`config.mk`:
```
export PLATFORM = sky130hd
export DESIGN_NAME = sub_16bit_serial
export DESIGN_NICKNAME = d
export VERILOG_FILES = /design/src/rtl/sub_16bit_serial.sv
export SDC_FILE = /design/constraint.sdc
export NUM_CORES = 1
export LEC_CHECK = 0
export ABC_CLOCK_PERIOD_IN_PS = 9300
export BUFFER_PORTS_ARGS = -buffer_cell sky130_fd_sc_hd__buf_2
export CAP_MARGIN = 40
export CORE_UTILIZATION = 60
export DETAILED_ROUTE_END_ITERATION = 8
export PLACE_DENSITY_LB_ADDON = 0.15
export RECOVER_POWER = 50
export SETUP_SLACK_MARGIN = 0.1
export SLEW_MARGIN = 25
export SYNTH_ARGS = -nofsm -noshare
export SYNTH_HDL_FRONTEND = slang
export SYNTH_SLANG_ARGS = --single-unit
```
`constraint.sdc`:
```
create_clock -name clk -period 9.3 [get_ports clk]
set_input_delay 0.93 -clock clk [delete_from_list [all_inputs] [get_ports clk]]
set_output_delay 0.93 -clock clk [all_outputs]
set_load 0.05 [all_outputs]
```
`src/rtl/sub_16bit_serial.sv`:
```
// sub_16bit_serial: 4-cycle nibble-serial A-B (A + ~B + 1) with Z/V/N/borrow flags and optional saturation
module sub_16bit_serial #(
  parameter bit SAT_EN = 1'b1
) (
  input  logic        clk,
  input  logic        rst_n,
  input  logic        start,
  input  logic [15:0] A,
  input  logic [15:0] B,
  output logic        busy,
  output logic        done,
  output logic [15:0] Diff,
  output logic        Bout,
  output logic        Z,
  output logic        V,
  output logic        N
);
  typedef enum logic [1:0] {IDLE, BUSY, DONE} state_t;
  state_t state_q, state_d;
  logic [15:0] a_q, a_d, nb_q, nb_d, raw_q, raw_d, diff_q, diff_d;
  logic [1:0] k_q, k_d;
  logic carry_q, carry_d, bout_q, bout_d, z_q, z_d, v_q, v_d, n_q, n_d;
  logic [4:0] sum;
  logic [15:0] raw_fin, sat_diff;
  logic v_fin;
  assign sum = {1'b0, a_q[{k_q, 2'b00} +: 4]} + {1'b0, nb_q[{k_q, 2'b00} +: 4]} + {4'd0, carry_q};
  always_comb begin
    raw_fin = raw_q;
    raw_fin[{k_q, 2'b00} +: 4] = sum[3:0];
  end
  // nb_q holds ~B, so equal sign bits here mean A and B had opposite signs
  assign v_fin = (a_q[15] == nb_q[15]) && (raw_fin[15] != a_q[15]);
  assign sat_diff = (SAT_EN && v_fin) ? (a_q[15] ? 16'h8000 : 16'h7FFF) : raw_fin;
  always_comb begin
    state_d = state_q;
    a_d = a_q;
    nb_d = nb_q;
    raw_d = raw_q;
    carry_d = carry_q;
    k_d = k_q;
    diff_d = diff_q;
    bout_d = bout_q;
    z_d = z_q;
    v_d = v_q;
    n_d = n_q;
    if (start && state_q != BUSY) begin
      state_d = BUSY;
      a_d = A;
      nb_d = ~B;
      carry_d = 1'b1;
      raw_d = 16'h0000;
      k_d = 2'd0;
    end else if (state_q == DONE) begin
      state_d = IDLE;
    end else if (state_q == BUSY) begin
      raw_d = raw_fin;
      carry_d = sum[4];
      k_d = k_q + 2'd1;
      if (k_q == 2'd3) begin
        state_d = DONE;
        diff_d = sat_diff;
        bout_d = ~sum[4];
        v_d = v_fin;
        z_d = sat_diff == 16'h0000;
        n_d = sat_diff[15];
      end
    end
  end
  always_ff @(posedge clk) begin
    if (!rst_n) begin
      state_q <= IDLE;
      a_q <= '0;
      nb_q <= '0;
      raw_q <= '0;
      carry_q <= 1'b0;
      k_q <= '0;
      diff_q <= '0;
      bout_q <= 1'b0;
      z_q <= 1'b0;
      v_q <= 1'b0;
      n_q <= 1'b0;
    end else begin
      state_q <= state_d;
      a_q <= a_d;
      nb_q <= nb_d;
      raw_q <= raw_d;
      carry_q <= carry_d;
      k_q <= k_d;
      diff_q <= diff_d;
      bout_q <= bout_d;
      z_q <= z_d;
      v_q <= v_d;
      n_q <= n_d;
    end
  end
  assign busy = state_q == BUSY;
  assign done = state_q == DONE;
  assign Diff = diff_q;
  assign Bout = bout_q;
  assign Z = z_q;
  assign V = v_q;
  assign N = n_q;
endmodule

```
; ---- Yosys cells after proc, flatten, opt, wreduce, memory -nomap -nowiden
; Index checks and enable logic that the tools add are counted.
; Widths: inputs -> output; s select.
[word_totals]
out_inout_bits = 22
register_bits = 73
[op_classes]
n_reduce_logical = 13
mux = 10
n_eq_ne = 7
shifts = 4
n_bitwise = 5
addsub = 4
[op_table]
columns = cell, count
row1 = $mux 16, 2
row2 = $shiftx 16x5->4, 2
row3 = $bwmux 16, 1
row4 = $logic_not 16->1, 1
row5 = $not 16->16, 1
row6 = $shift 4x6->16 const A, 1
row7 = $shiftx 4x6->16, 1
row8 = $reduce_and 2->1, 4
row9 = $mux 1, 7
row10 = $neg 4->6, 1
row11 = $reduce_bool 3->1, 2
row12 = $add 4x4->5, 1
row13 = $add 5x1->5, 1
row14 = $eq 2x2->1 const B, 2
row15 = $ne 2x1->1 const B, 2
row16 = $not 1->1, 4
row17 = $reduce_and 4->1, 1
row18 = $reduce_or 3->1, 1
row19 = $add 2x1->2 const B, 1
row20 = $eq 2x1->1 const B, 1
row21 = $logic_and 1x1->1, 2
row22 = $reduce_bool 2->1, 1
row23 = $reduce_or 2->1, 1
row24 = $eq 1x1->1, 1
row25 = $ne 1x1->1, 1

; ---- Depth between registers and ports, before layout
; Gate-level depths: netlist (run 1).
[depth]
depth_word = 9
depth_mapped = 10
mapped_depth_nobuf = 9

; ---- Worst setup path before layout (run 1)
; OpenSTA, ideal clock, no wires.
[synth_timing]
path_kind = register to register
from = reg k_q[0]
to = reg z_q (netlist: Z)
t_arrival_ns = 3.086
slack_ns = 6.153
stages_incl_launch_ff = 11
synth_period_minus_slack_ns = 3.147
cell_sequence = dfxtp_1 > buf_2 > mux4_2 > fa_1 > inv_1 > fa_1 > nor2b_1 > o31ai_1 > or4_1 > a211oi_1 > a32o_1
[synth_via]
elab_chain_cells = 9
[synth_lines]
columns = item, line_no
row1 = "start, declared", 21  ; logic [1:0] k_q, k_d;
row2 = "start signal, assigned", 88  ; k_q <= k_d;
row3 = $shiftx 16x5->4, 26  ; assign sum = {1'b0, a_q[{k_q, 2'b00} +: 4]} + {1'b0, nb_q[{k_q, 2'b00} +: 4]} + {4'd0, carry_q};
row4 = $add 4x4->5, 26
row5 = $add 5x1->5, 26
row6 = $shiftx 4x6->16, 29  ; raw_fin[{k_q, 2'b00} +: 4] = sum[3:0];
row7 = $bwmux 16, 29
row8 = $ne 1x1->1, 32  ; assign v_fin = (a_q[15] == nb_q[15]) && (raw_fin[15] != a_q[15]);
row9 = $logic_and 1x1->1, 32
row10 = $mux 16, 33  ; assign sat_diff = (SAT_EN && v_fin) ? (a_q[15] ? 16'h8000 : 16'h7FFF) : raw_fin;
row11 = $logic_not 16->1, 64  ; z_d = sat_diff == 16'h0000;
row12 = "end signal, assigned", 91  ; z_q <= z_d;
row13 = "end, declared", 22  ; logic carry_q, carry_d, bout_q, bout_d, z_q, z_d, v_q, v_d, n_q, n_d;
; Several ways; a longest one is shown, not always the timed one.
; A chain may end at the register's enable or synchronous reset.

; ---- Worst setup path in the final report (run 1)
[layout_timing]
from = reg state_q[1]
to = reg nb_q[2]
[layout_via]
elab_chain_cells = 2
[layout_lines]
columns = item, line_no
row1 = "start, declared", 19  ; state_t state_q, state_d;
row2 = "start signal, assigned", 83  ; state_q <= state_d;
row3 = $ne 2x1->1, 46  ; if (start && state_q != BUSY) begin
row4 = $logic_and 1x1->1, 46
row5 = "end signal, assigned", 85  ; nb_q <= nb_d;
row6 = "end, declared", 20  ; logic [15:0] a_q, a_d, nb_q, nb_d, raw_q, raw_d, diff_q, diff_d;
; No other way between the ends.

==> impl_metrics.ini, run 1 <==
[final_layout]
insertedDiodeCount = 0
layout.filler_cells = 446
final_layout_size_suffix_gt1_share_pct = 18.0
fin_nets = 476
synthToLayoutAreaGrowth_pct = 13.1

[power]
p_switching_w = 0.000200
p_leak_nw = 1.62
power_per_cell_area_nw_per_um2 = 170
clkPwrFrac_pct = 33.9
cell_internal_pwr_w = 0.000474
power.share.combinational_pct = 16.4
seq_power_share_pct = 49.7
ir_worst_vdd_v = 0.000114
swShare_pct = 29.7

[placed_design]
place.gp.congestion = 0.931
detailedPlace.worstSlack_ns = 5.74
hpwl_mm = 5.62
buffer_ports.inserted = 56

[logic_synthesis]
synth.mux.area_fraction_pct = 6.32
synth_cell_count_leaders = sky130_fd_sc_hd__dfxtp_1, sky130_fd_sc_hd__nand2_1, sky130_fd_sc_hd__nor2_1
syn-cell-area_um2 = 3500
synth_edf_count = 0
synthSimpleGateAreaFrac_pct = 15.1
yosysSeqAreaShare_pct = 41.2
synth_most_common_cell = sky130_fd_sc_hd__dfxtp_1
largest_family_of_logic_cells_by_synthesized_area = compound AO/OA/AOI/OAI gates
postSynthCellCount = 383
yosys-top-cells-area = sky130_fd_sc_hd__dfxtp_1, sky130_fd_sc_hd__nand2_1, sky130_fd_sc_hd__mux4_2, sky130_fd_sc_hd__o211a_1, sky130_fd_sc_hd__a21boi_0
ffs_w_async_s_r_synth_pct = 0
synthDominantCellAreaShare_pct = 41.2
syn-mean-instance-area_um2 = 9.14
synth-compound-area-share_pct = 27.1
synthFlopType = sky130_fd_sc_hd__dfxtp_1
synth_cell_type_count = 50
ys_warn_count = 0
synth_fa_ha_area_share_pct = 5.07
synth.net_count = 431
synth-xor-area-share_pct = 0.500
yosys.area.top_type = sky130_fd_sc_hd__dfxtp_1
yosys_register_bits = 72

[cts]
ctsResizeCount = 0
worst_case_clock_buffer_depth = 2
holdBufCountCts = 0
clock-root-buffer = sky130_fd_sc_hd__clkbuf_8
clkLatencyLatePin_ns = 0.36
cts_made_buffers = 9
cts_max_level = 3
clock_sink_count = 72
cts_setup_buffers = 0
clk_transition_reported_paths_ns = 0.08
tritoncts = yes

[die]
core_box_area_um2 = 5570
chipHeight_um = 78.4
chipWidth_um = 78.4
initial_utilization_pct = 62.8
floorplan.rows = 27
design.die.area_um2 = 6150
num_io_pins = 57

[sta]
timing.setup.tns_ns = 0
grt_setup_unrepaired = no
timing.slew.headroom_pct = -9.13
slew_viol_final = 66
worst_slack_ns = 5.40
hold_viol_final = 0
total_setup_violations_reported_at_the_end_of_the_flow = 0
fin_crit_sh_pct = 41.9
tightest_slew_ns = 1.63
max_freq_ghz = 0.257
fin_worst_skew_ns = 0.0120
final_period_minus_worst_setup_slack_ns = 3.90

[route]
antenna_viol_nets_final = 0
post-route-drc-count = 0
drt-vias-per-instance = 5.85
dr.first_iter.drc_count = 218
wl_per_cell_um = 15.7
drt_wl_total_mm = 7.93
route.vias.total = 2954
drt_first_pass_iters = 5

[run_status]
status = complete, but fails checks
violated_checks = max-capacitance violations, max-slew violations

[worst_setup_path]
crit_required_ns = 9.55
worst-setup-path-type = reg -> reg
timing.critical_path.from_type = flip-flop
setup.reg_to_reg.worst_slack_ns = 5.40
worstSetupEndpointType = flip-flop
worst-endpoint-arrival_ns = 4.15
worstPathMaxFanout = 38

[global_routing]
maximum_number_of_pins_on_one_net_before_global_route_repair = 56
globalRoute.totalOverflow = 0
grt_antenna_before_repair = 0
grt.total_usage_pct = 28.1
via_count_of_the_first_global_routing_pass = 2808
grt_first_pass_wirelength_mm = 13.2

[run]
max_cap_violations = 2

[min_path]
holdCritPathClass = reg -> reg
cell usage in the layout, fill, tap and decap left out, types with 4 or more instances in the layout:
cell type / n
sky130_fd_sc_hd__a211oi_1: 19
sky130_fd_sc_hd__a211oi_2: 7
sky130_fd_sc_hd__a21boi_0: 20
sky130_fd_sc_hd__a21oi_1: 14
sky130_fd_sc_hd__a22oi_1: 6
sky130_fd_sc_hd__buf_2: 36
sky130_fd_sc_hd__clkbuf_1: 22
sky130_fd_sc_hd__clkbuf_8: 10
sky130_fd_sc_hd__dfxtp_1: 72
sky130_fd_sc_hd__ha_1: 11
sky130_fd_sc_hd__inv_1: 13
sky130_fd_sc_hd__mux4_2: 8
sky130_fd_sc_hd__nand2_1: 62
sky130_fd_sc_hd__nand3b_1: 4
sky130_fd_sc_hd__nor2_1: 30
sky130_fd_sc_hd__nor3_1: 5
sky130_fd_sc_hd__o211a_1: 16
sky130_fd_sc_hd__o21ai_0: 23
final cells by class:
cell class	count	area (µm²)	area share, %
clock inverters	6	43.8	1.11
repair buffers	61	305	7.71
multi-input cells	271	1890	47.8
clock buffers	10	138	3.47
well taps	72	90.1	2.27
inverters	13	48.8	1.23
flip-flops and latches	72	1440	36.4
registers in the layout (all words and copies together) (netlist names):
| register | flops |
|---|---|
| V | 1 |
| carry_q | 1 |
| raw_q | 16 |
| Diff | 16 |
| a_q | 16 |
| Z | 1 |
| Bout | 1 |
| k_q | 2 |
| state_q | 2 |
| nb_q | 16 |
through the flow:
| stage | power (W) | hold slack, ns | util, % | cells | area, µm² |
|---|---|---|---|---|---|
| after global routing | 0.000705 | 0.491 | 71.1 | 505 | 3960 |
| final | 0.000674 | 0.467 | 71.1 | 505 | 3960 |
| after floorplan | 0.000419 | 0.440 | - | 383 | 3500 |
| after global placement | 0.000446 | 0.454 | 67.6 | 485 | 3770 |
| after detailed placement | 0.000452 | 0.459 | 68.3 | 487 | 3800 |
| after CTS | 0.000678 | 0.470 | 71.5 | 503 | 3990 |
worst max-delay path: stages (launching register included):
cell and delay, ns:
sky130_fd_sc_hd__dfxtp_1 0.36, sky130_fd_sc_hd__inv_1 0.05, sky130_fd_sc_hd__ha_1 0.18, sky130_fd_sc_hd__clkbuf_1 0.64
sky130_fd_sc_hd__nor2b_1 1.49, sky130_fd_sc_hd__clkbuf_1 0.75, sky130_fd_sc_hd__nand2_1 0.14, sky130_fd_sc_hd__o211a_1 0.16
routing by layer:
metal | up-vias | GRT usage [%] | wire, µm | share of wire [%]
li1 | 1464 | - | - | -
met1 | 1403 | 33.6 | 3490 | 44
met2 | 67 | 47.2 | 3920 | 49
met3 | 20 | 7.91 | 291 | 3.7
met4 | 0 | 11.7 | 230 | 2.9
met5 | - | 0 | 0 | 0
path summary, 6_finish.rpt:
kind | from | to | cells past startpoint
setup / recovery | state_q[1] | nb_q[2] | 7
hold reg to reg | a_q[13] | a_q[13] | 2
setup reg to reg | state_q[1] | nb_q[2] | 7
hold / removal | a_q[13] | a_q[13] | 2
cell families after synthesis:
family	count (synthesis)
xor+xnor	2
compound gates	125
flops	72
fa+ha+maj	13
mux	12
buf+inv	40
simple gates	119
power groups by stage:
stage / clock network [W] / registers [W] / logic (W)
6_report: 0.000229 / 0.000335 / 0.000110
5_1_grt: 0.000246 / 0.000336 / 0.000122
4_1_cts: 0.000232 / 0.000336 / 0.000109
3_5_place_dp: 0 / 0.000343 / 0.000109
3_3_place_gp: 0 / 0.000343 / 0.000103
2_1_floorplan: 0 / 0.000337 / 0.0000818
(Power assumes the default switching activity.)
==> run 2, diff against run 1 <==
--- a/config.mk
+++ b/config.mk
@@ -5,10 +5,10 @@
 export SDC_FILE = /design/constraint.sdc
 export NUM_CORES = 1
 export LEC_CHECK = 0
-export ABC_CLOCK_PERIOD_IN_PS = 9300
+export ABC_CLOCK_PERIOD_IN_PS = 3520
 export BUFFER_PORTS_ARGS = -buffer_cell sky130_fd_sc_hd__buf_2
 export CAP_MARGIN = 40
-export CORE_UTILIZATION = 60
+export CORE_UTILIZATION = 51
 export DETAILED_ROUTE_END_ITERATION = 8
 export PLACE_DENSITY_LB_ADDON = 0.15
 export RECOVER_POWER = 50
==> constraint.sdc (replaced) <==
create_clock -name clk -period 3.52 [get_ports clk]
set_input_delay 0.352 -clock clk [delete_from_list [all_inputs] [get_ports clk]]
set_output_delay 0.352 -clock clk [all_outputs]
set_load 0.05 [all_outputs]
==> run 2 against run 1 <==
  * The flow finishes with violations (design-rule violations, max-capacitance violations, max-slew violations)
  * Clock power grew to 3.3 times the previous value
  * Total power grew to 2.9 times the previous value
  * First-iteration DRC count shrank 17%
  * Via count shrank 1.5%
  * Highest routed layer unchanged
==> impl_metrics.ini, run 2 (same netlist as run 1, synthesis figures left out) <==
[die]
design.die.area_um2 = 7200
num_io_pins = 57
initial_utilization_pct = 53.9
floorplan.rows = 29
chipWidth_um = 84.9
chipHeight_um = 84.9
core_box_area_um2 = 6490

[route]
post-route-drc-count = 1
drt-vias-per-instance = 5.65
antenna_viol_nets_final = 0
drt_first_pass_iters = 6
route.vias.total = 2911
dr.first_iter.drc_count = 180
drt_wl_total_mm = 8.16
wl_per_cell_um = 15.8

[cts]
clkLatencyLatePin_ns = 0.37
clock-root-buffer = sky130_fd_sc_hd__clkbuf_8
clk_transition_reported_paths_ns = 0.08
worst_case_clock_buffer_depth = 2
cts_setup_buffers = 0
cts_max_level = 3
cts_made_buffers = 9
clock_sink_count = 72
ctsResizeCount = 0
holdBufCountCts = 0
tritoncts = yes

[sta]
total_setup_violations_reported_at_the_end_of_the_flow = 0
final_period_minus_worst_setup_slack_ns = 3.09
fin_crit_sh_pct = 87.9
tightest_slew_ns = 1.68
hold_viol_final = 0
slew_viol_final = 23
timing.slew.headroom_pct = -12.1
timing.setup.tns_ns = 0
max_freq_ghz = 0.323
fin_worst_skew_ns = 0.0103
grt_setup_unrepaired = no

[worst_setup_path]
critical_path.cell_chain = mux4_2 -> fa_1 -> inv_1 -> fa_1 -> nor2b_1 -> a211oi_1 -> or4_1 -> a211oi_1 -> a32o_1
worstPathMaxFanout = 6
worstSetupEndpointType = flip-flop
crit_required_ns = 3.82
ff2ff_path_depth = 9
max_stage_delay_ns = 0.56
worst-setup-path-type = reg -> reg
cp_slowest_cell = sky130_fd_sc_hd__mux4_2
reg2reg_to = Z
setup.worst_path.start = k_q[0]
worst-endpoint-arrival_ns = 3.40
setup.reg_to_reg.worst_slack_ns = 0.43
r2r_start = k_q[0]
timing.critical_path.from_type = flip-flop
cp-endpoint = Z

[global_routing]
grt_antenna_before_repair = 0
via_count_of_the_first_global_routing_pass = 2793
grt_first_pass_wirelength_mm = 13.5
globalRoute.totalOverflow = 0
grt.total_usage_pct = 24.5
maximum_number_of_pins_on_one_net_before_global_route_repair = 55

[final_layout]
insertedDiodeCount = 0
mostFrequentLayoutCell = sky130_fd_sc_hd__dfxtp_1
fin_nets = 481
layout.filler_cells = 582
most-common-layout-cells = sky130_fd_sc_hd__dfxtp_1, sky130_fd_sc_hd__nand2_1, sky130_fd_sc_hd__buf_2
final_layout_size_suffix_gt1_share_pct = 18.7
synthToLayoutAreaGrowth_pct = 15.7

[run_status]
status = complete, but fails checks
violated_checks = design-rule violations, max-capacitance violations, max-slew violations

[min_path]
holdCritPathClass = in -> reg
whs_path_depth = 3

[power]
cell_internal_pwr_w = 0.00139
p_leak_nw = 1.67
power_per_cell_area_nw_per_um2 = 477
power.share.combinational_pct = 15.6
seq_power_share_pct = 45.6
ir_worst_vdd_v = 0.000290
p_switching_w = 0.000546
totalPowerFinal_w = 0.00193
clkPwrFrac_pct = 38.8
swShare_pct = 28.3

[placed_design]
place.gp.congestion = 0.866
buffer_ports.inserted = 56
hpwl_mm = 5.75

[run]
max_cap_violations = 1
-- run 2: cell count changes in the layout (fill, tap and decap cells not counted), sizes merged --
cell / previous run / this run
buf: 39 / 43
bufinv: 0 / 2
clkinv: 4 / 3
clkinvlp: 1 / 0
inv: 14 / 15
-- run 2: area by class of cell --
cell class                      count  area [µm²]  area share (%)
Sequential cell                    72        1440            35.6
Clock buffer                        9         124            3.06
Tap cell                           77        96.3            2.38
Multi-Input combinational cell    271        1890            46.8
Inverter                           13        48.8            1.20
Clock inverter                      7         103            2.53
Timing Repair Buffer               66         344            8.49
-- run 2: layer usage --
layer | up-vias | track usage [%] | part of all wire [%]
met4 | 0 | 10.2 | 2.1
met1 | 1360 | 30.3 | 45
met3 | 17 | 7.20 | 4.5
met5 | - | 0 | 0
met2 | 63 | 40.3 | 48
li1 | 1471 | - | -
-- run 2: critical path: cells and delay by family, from the launching register on --
family / cells / cell delay [ns]
AOI/OAI and AO/OA: 3 / 0.46
muxes: 1 / 0.56
and+or+nand+nor: 2 / 0.73
buffers and inverters: 1 / 0.09
DFF: 1 / 0.50
adders and majority gates: 2 / 0.71
-- run 2: worst min-delay path by stage --
stage / from / end / slack, ns
2_1_floorplan: a_q[10] / a_q[10] / 0.44
3_3_place_gp: a_q[5] / a_q[5] / 0.45
3_5_place_dp: Bout / Bout / 0.46
4_1_cts: A[0] / a_q[0] / 0.22
5_1_grt: A[13] / a_q[13] / 0.24
6_report: A[0] / a_q[0] / 0.23
-- run 2: power groups by stage --
stage	logic (W)	clock network (W)	registers [W]
4_1_cts	0.000301	0.000761	0.000881
3_5_place_dp	0.000301	0	0.000901
6_report	0.000301	0.000750	0.000881
2_1_floorplan	0.000216	0	0.000891
5_1_grt	0.000331	0.000799	0.000887
3_3_place_gp	0.000289	0	0.000899
-- run 2: per-stage QoR --
| stage | hold WS, ns | instances | worst slack [ns] | area (µm²) | util [%] |
|---|---|---|---|---|---|
| floorplan | 0.440 | 383 | 0.373 | 3500 | - |
| global placement | 0.451 | 498 | 0.525 | 3840 | 59.1 |
| detailed placement | 0.458 | 499 | 0.449 | 3860 | 59.5 |
| CTS | 0.219 | 515 | 0.411 | 4090 | 63.0 |
| global route | 0.239 | 515 | 0.233 | 4050 | 62.4 |
| finish | 0.230 | 515 | 0.427 | 4050 | 62.4 |
==> run 3, diff against run 2 <==
--- a/config.mk
+++ b/config.mk
@@ -5,10 +5,10 @@
 export SDC_FILE = /design/constraint.sdc
 export NUM_CORES = 1
 export LEC_CHECK = 0
-export ABC_CLOCK_PERIOD_IN_PS = 3520
+export ABC_CLOCK_PERIOD_IN_PS = 3400
 export BUFFER_PORTS_ARGS = -buffer_cell sky130_fd_sc_hd__buf_2
 export CAP_MARGIN = 40
-export CORE_UTILIZATION = 51
+export CORE_UTILIZATION = 56
 export DETAILED_ROUTE_END_ITERATION = 8
 export PLACE_DENSITY_LB_ADDON = 0.15
 export RECOVER_POWER = 50
==> constraint.sdc (replaced) <==
create_clock -name clk -period 3.4 [get_ports clk]
set_input_delay 0.34 -clock clk [delete_from_list [all_inputs] [get_ports clk]]
set_output_delay 0.34 -clock clk [all_outputs]
set_load 0.05 [all_outputs]
==> run 3 against run 2 <==
  * The flow now finishes without violations
  * Sequential cell count unchanged
  * Worst hold slack got worse by 0.010 ns
  * First-iteration DRC count is 21% higher
  * Combinational power rose by 3%
  * Worst setup slack got worse by 0.035 ns
  * Sequential power is 3.9% higher
  * Clock skew barely moved
  * Cell area rose by 0.37%
  * Non-clock buffer count unchanged
==> impl_metrics.ini, run 3 (same netlist as run 1, synthesis figures left out) <==
[run_status]
status = completed

[min_path]
holdCritPathClass = in -> reg
whs_path_depth = 3
min_to = a_q[0]
hold_path_startpoint = A[0]

[final_layout]
most-common-layout-cells = sky130_fd_sc_hd__dfxtp_1, sky130_fd_sc_hd__nand2_1, sky130_fd_sc_hd__buf_2
final_layout_size_suffix_gt1_share_pct = 18.7
fin_nets = 481
synthToLayoutAreaGrowth_pct = 16.1
mostFrequentLayoutCell = sky130_fd_sc_hd__dfxtp_1
layout.filler_cells = 503
insertedDiodeCount = 0

[worst_setup_path]
worstPathMaxFanout = 13
worst-setup-path-type = reg -> reg
reg2reg_to = Z
setup.reg_to_reg.worst_slack_ns = 0.39
timing.critical_path.from_type = flip-flop
crit_required_ns = 3.70
r2r_start = k_q[1]
crit_path_frequent_cell = sky130_fd_sc_hd__fa_1
cp_slowest_cell = sky130_fd_sc_hd__dfxtp_1
worst-endpoint-arrival_ns = 3.31
critical_path_buf_inv_count = 1
ff2ff_path_depth = 9
worstSetupEndpointType = flip-flop
critical_path.cell_chain = mux4_2 -> fa_1 -> inv_1 -> fa_1 -> nor2b_1 -> o31ai_1 -> or4_1 -> a211oi_1 -> a32o_1
max_stage_delay_ns = 0.68
critPathTopFamily = simple AND/OR/NAND/NOR gates

[placed_design]
buffer_ports.inserted = 56
place.gp.congestion = 0.835
hpwl_mm = 5.59

[route]
wl_per_cell_um = 15.7
drt_first_pass_iters = 5
drt_wl_total_mm = 8.03
met2_wirelength_mm = 3.80
dr.first_iter.drc_count = 217
route.vias.total = 2977
met1Wirelength_mm = 3.59
drt-vias-per-instance = 5.80
maxUsedRoutingLayer = met4
dr_wl_met3_um = 352
post-route-drc-count = 0
antenna_viol_nets_final = 0

[sta]
tightest_slew_ns = 1.46
timing.slew.headroom_pct = 2.37
grt_setup_unrepaired = no
timing.setup.tns_ns = 0
final.hold.worst_slack_ns = 0.219
slew_viol_final = 0
fin_crit_sh_pct = 88.5
hold_viol_final = 0
fin_worst_skew_ns = 0.0100
final_period_minus_worst_setup_slack_ns = 3.01
max_freq_ghz = 0.332
total_setup_violations_reported_at_the_end_of_the_flow = 0

[die]
num_io_pins = 57
core_box_area_um2 = 5990
design.die.area_um2 = 6570
initial_utilization_pct = 58.5
floorplan.rows = 28
chipWidth_um = 81.1
chipHeight_um = 81.1

[power]
totalPowerFinal_w = 0.00214
ir_worst_vdd_v = 0.000350
p_leak_nw = 1.68
power_per_cell_area_nw_per_um2 = 525

[cts]
holdBufCountCts = 0
clk_transition_reported_paths_ns = 0.08
worst_case_clock_buffer_depth = 2
cts_max_level = 3
clkLatencyLatePin_ns = 0.36
clock-root-buffer = sky130_fd_sc_hd__clkbuf_8
cts_setup_buffers = 0
cts_made_buffers = 9
tritoncts = yes
clock_sink_count = 72

[global_routing]
grt_antenna_before_repair = 0
via_count_of_the_first_global_routing_pass = 2748
maximum_number_of_pins_on_one_net_before_global_route_repair = 55
grt.total_usage_pct = 26.6
grt_first_pass_wirelength_mm = 13.1
globalRoute.totalOverflow = 0

[run]
max_cap_violations = 0
-- run 3: cell type report --
type | instances | area [µm²] | share of cell area (%)
multi-input combinational | 271 | 1890 | 46.6
tap | 75 | 93.8 | 2.31
inverter | 13 | 48.8 | 1.20
sequential | 72 | 1440 | 35.5
clock inverter | 6 | 138 | 3.38
timing repair buffer | 66 | 322 | 7.91
clock buffer | 10 | 128 | 3.14
-- run 3: what timing repair did --
action / 4_1_cts / 5_1_grt
resized for setup: 0 / 1
endpoints found under the hold margin: 0 / 0
setup endpoints to repair: 0 / 19
-- run 3: how the worst max path moves through the flow --
stage	from	endpoint	slack (ns)	depth (start not counted)
finish	k_q[1]	Z	0.39	9
global route	k_q[0]	Z	0.19	9
CTS	k_q[0]	Z	0.18	9
detailed placement	k_q[0]	Z	0.22	9
global placement	k_q[0]	Z	0.29	9
floorplan	k_q[0]	Z	0.25	10
-- run 3: through the flow --
| stage | util [%] | std cells | worst slack (ns) | cell area [µm²] |
|---|---|---|---|---|
| 2_1_floorplan | - | 383 | 0.253 | 3500 |
| 3_3_place_gp | 64.0 | 496 | 0.294 | 3830 |
| 3_5_place_dp | 64.3 | 497 | 0.215 | 3850 |
| 4_1_cts | 68.8 | 513 | 0.180 | 4120 |
| 5_1_grt | 67.9 | 513 | 0.190 | 4070 |
| 6_report | 67.9 | 513 | 0.392 | 4070 |
-- run 3: worst register-to-register path, cell delays in order, from the launching register on --
cell and delay [ns]:
sky130_fd_sc_hd__dfxtp_1 0.68, sky130_fd_sc_hd__mux4_2 0.41, sky130_fd_sc_hd__fa_1 0.42, sky130_fd_sc_hd__inv_1 0.08
sky130_fd_sc_hd__fa_1 0.18, sky130_fd_sc_hd__nor2b_1 0.19, sky130_fd_sc_hd__o31ai_1 0.09, sky130_fd_sc_hd__or4_1 0.50
sky130_fd_sc_hd__a211oi_1 0.25, sky130_fd_sc_hd__a32o_1 0.15
-- run 3: routing by layer --
| layer | vias up | GRT usage (%) |
|---|---|---|
| met1 | 1387 | 32.8 |
| met2 | 91 | 42.6 |
| li1 | 1475 | - |
| met3 | 24 | 5.51 |
| met5 | - | 0 |
| met4 | 0 | 16.4 |
-- run 3: power breakdown --
part	switching (W)	internal [W]	leakage, nW
Clock	0.000342	0.000567	0.131
Combinational	0.000181	0.000130	0.958
Sequential	0.0000310	0.000884	0.589
Total	0.000554	0.00158	1.68
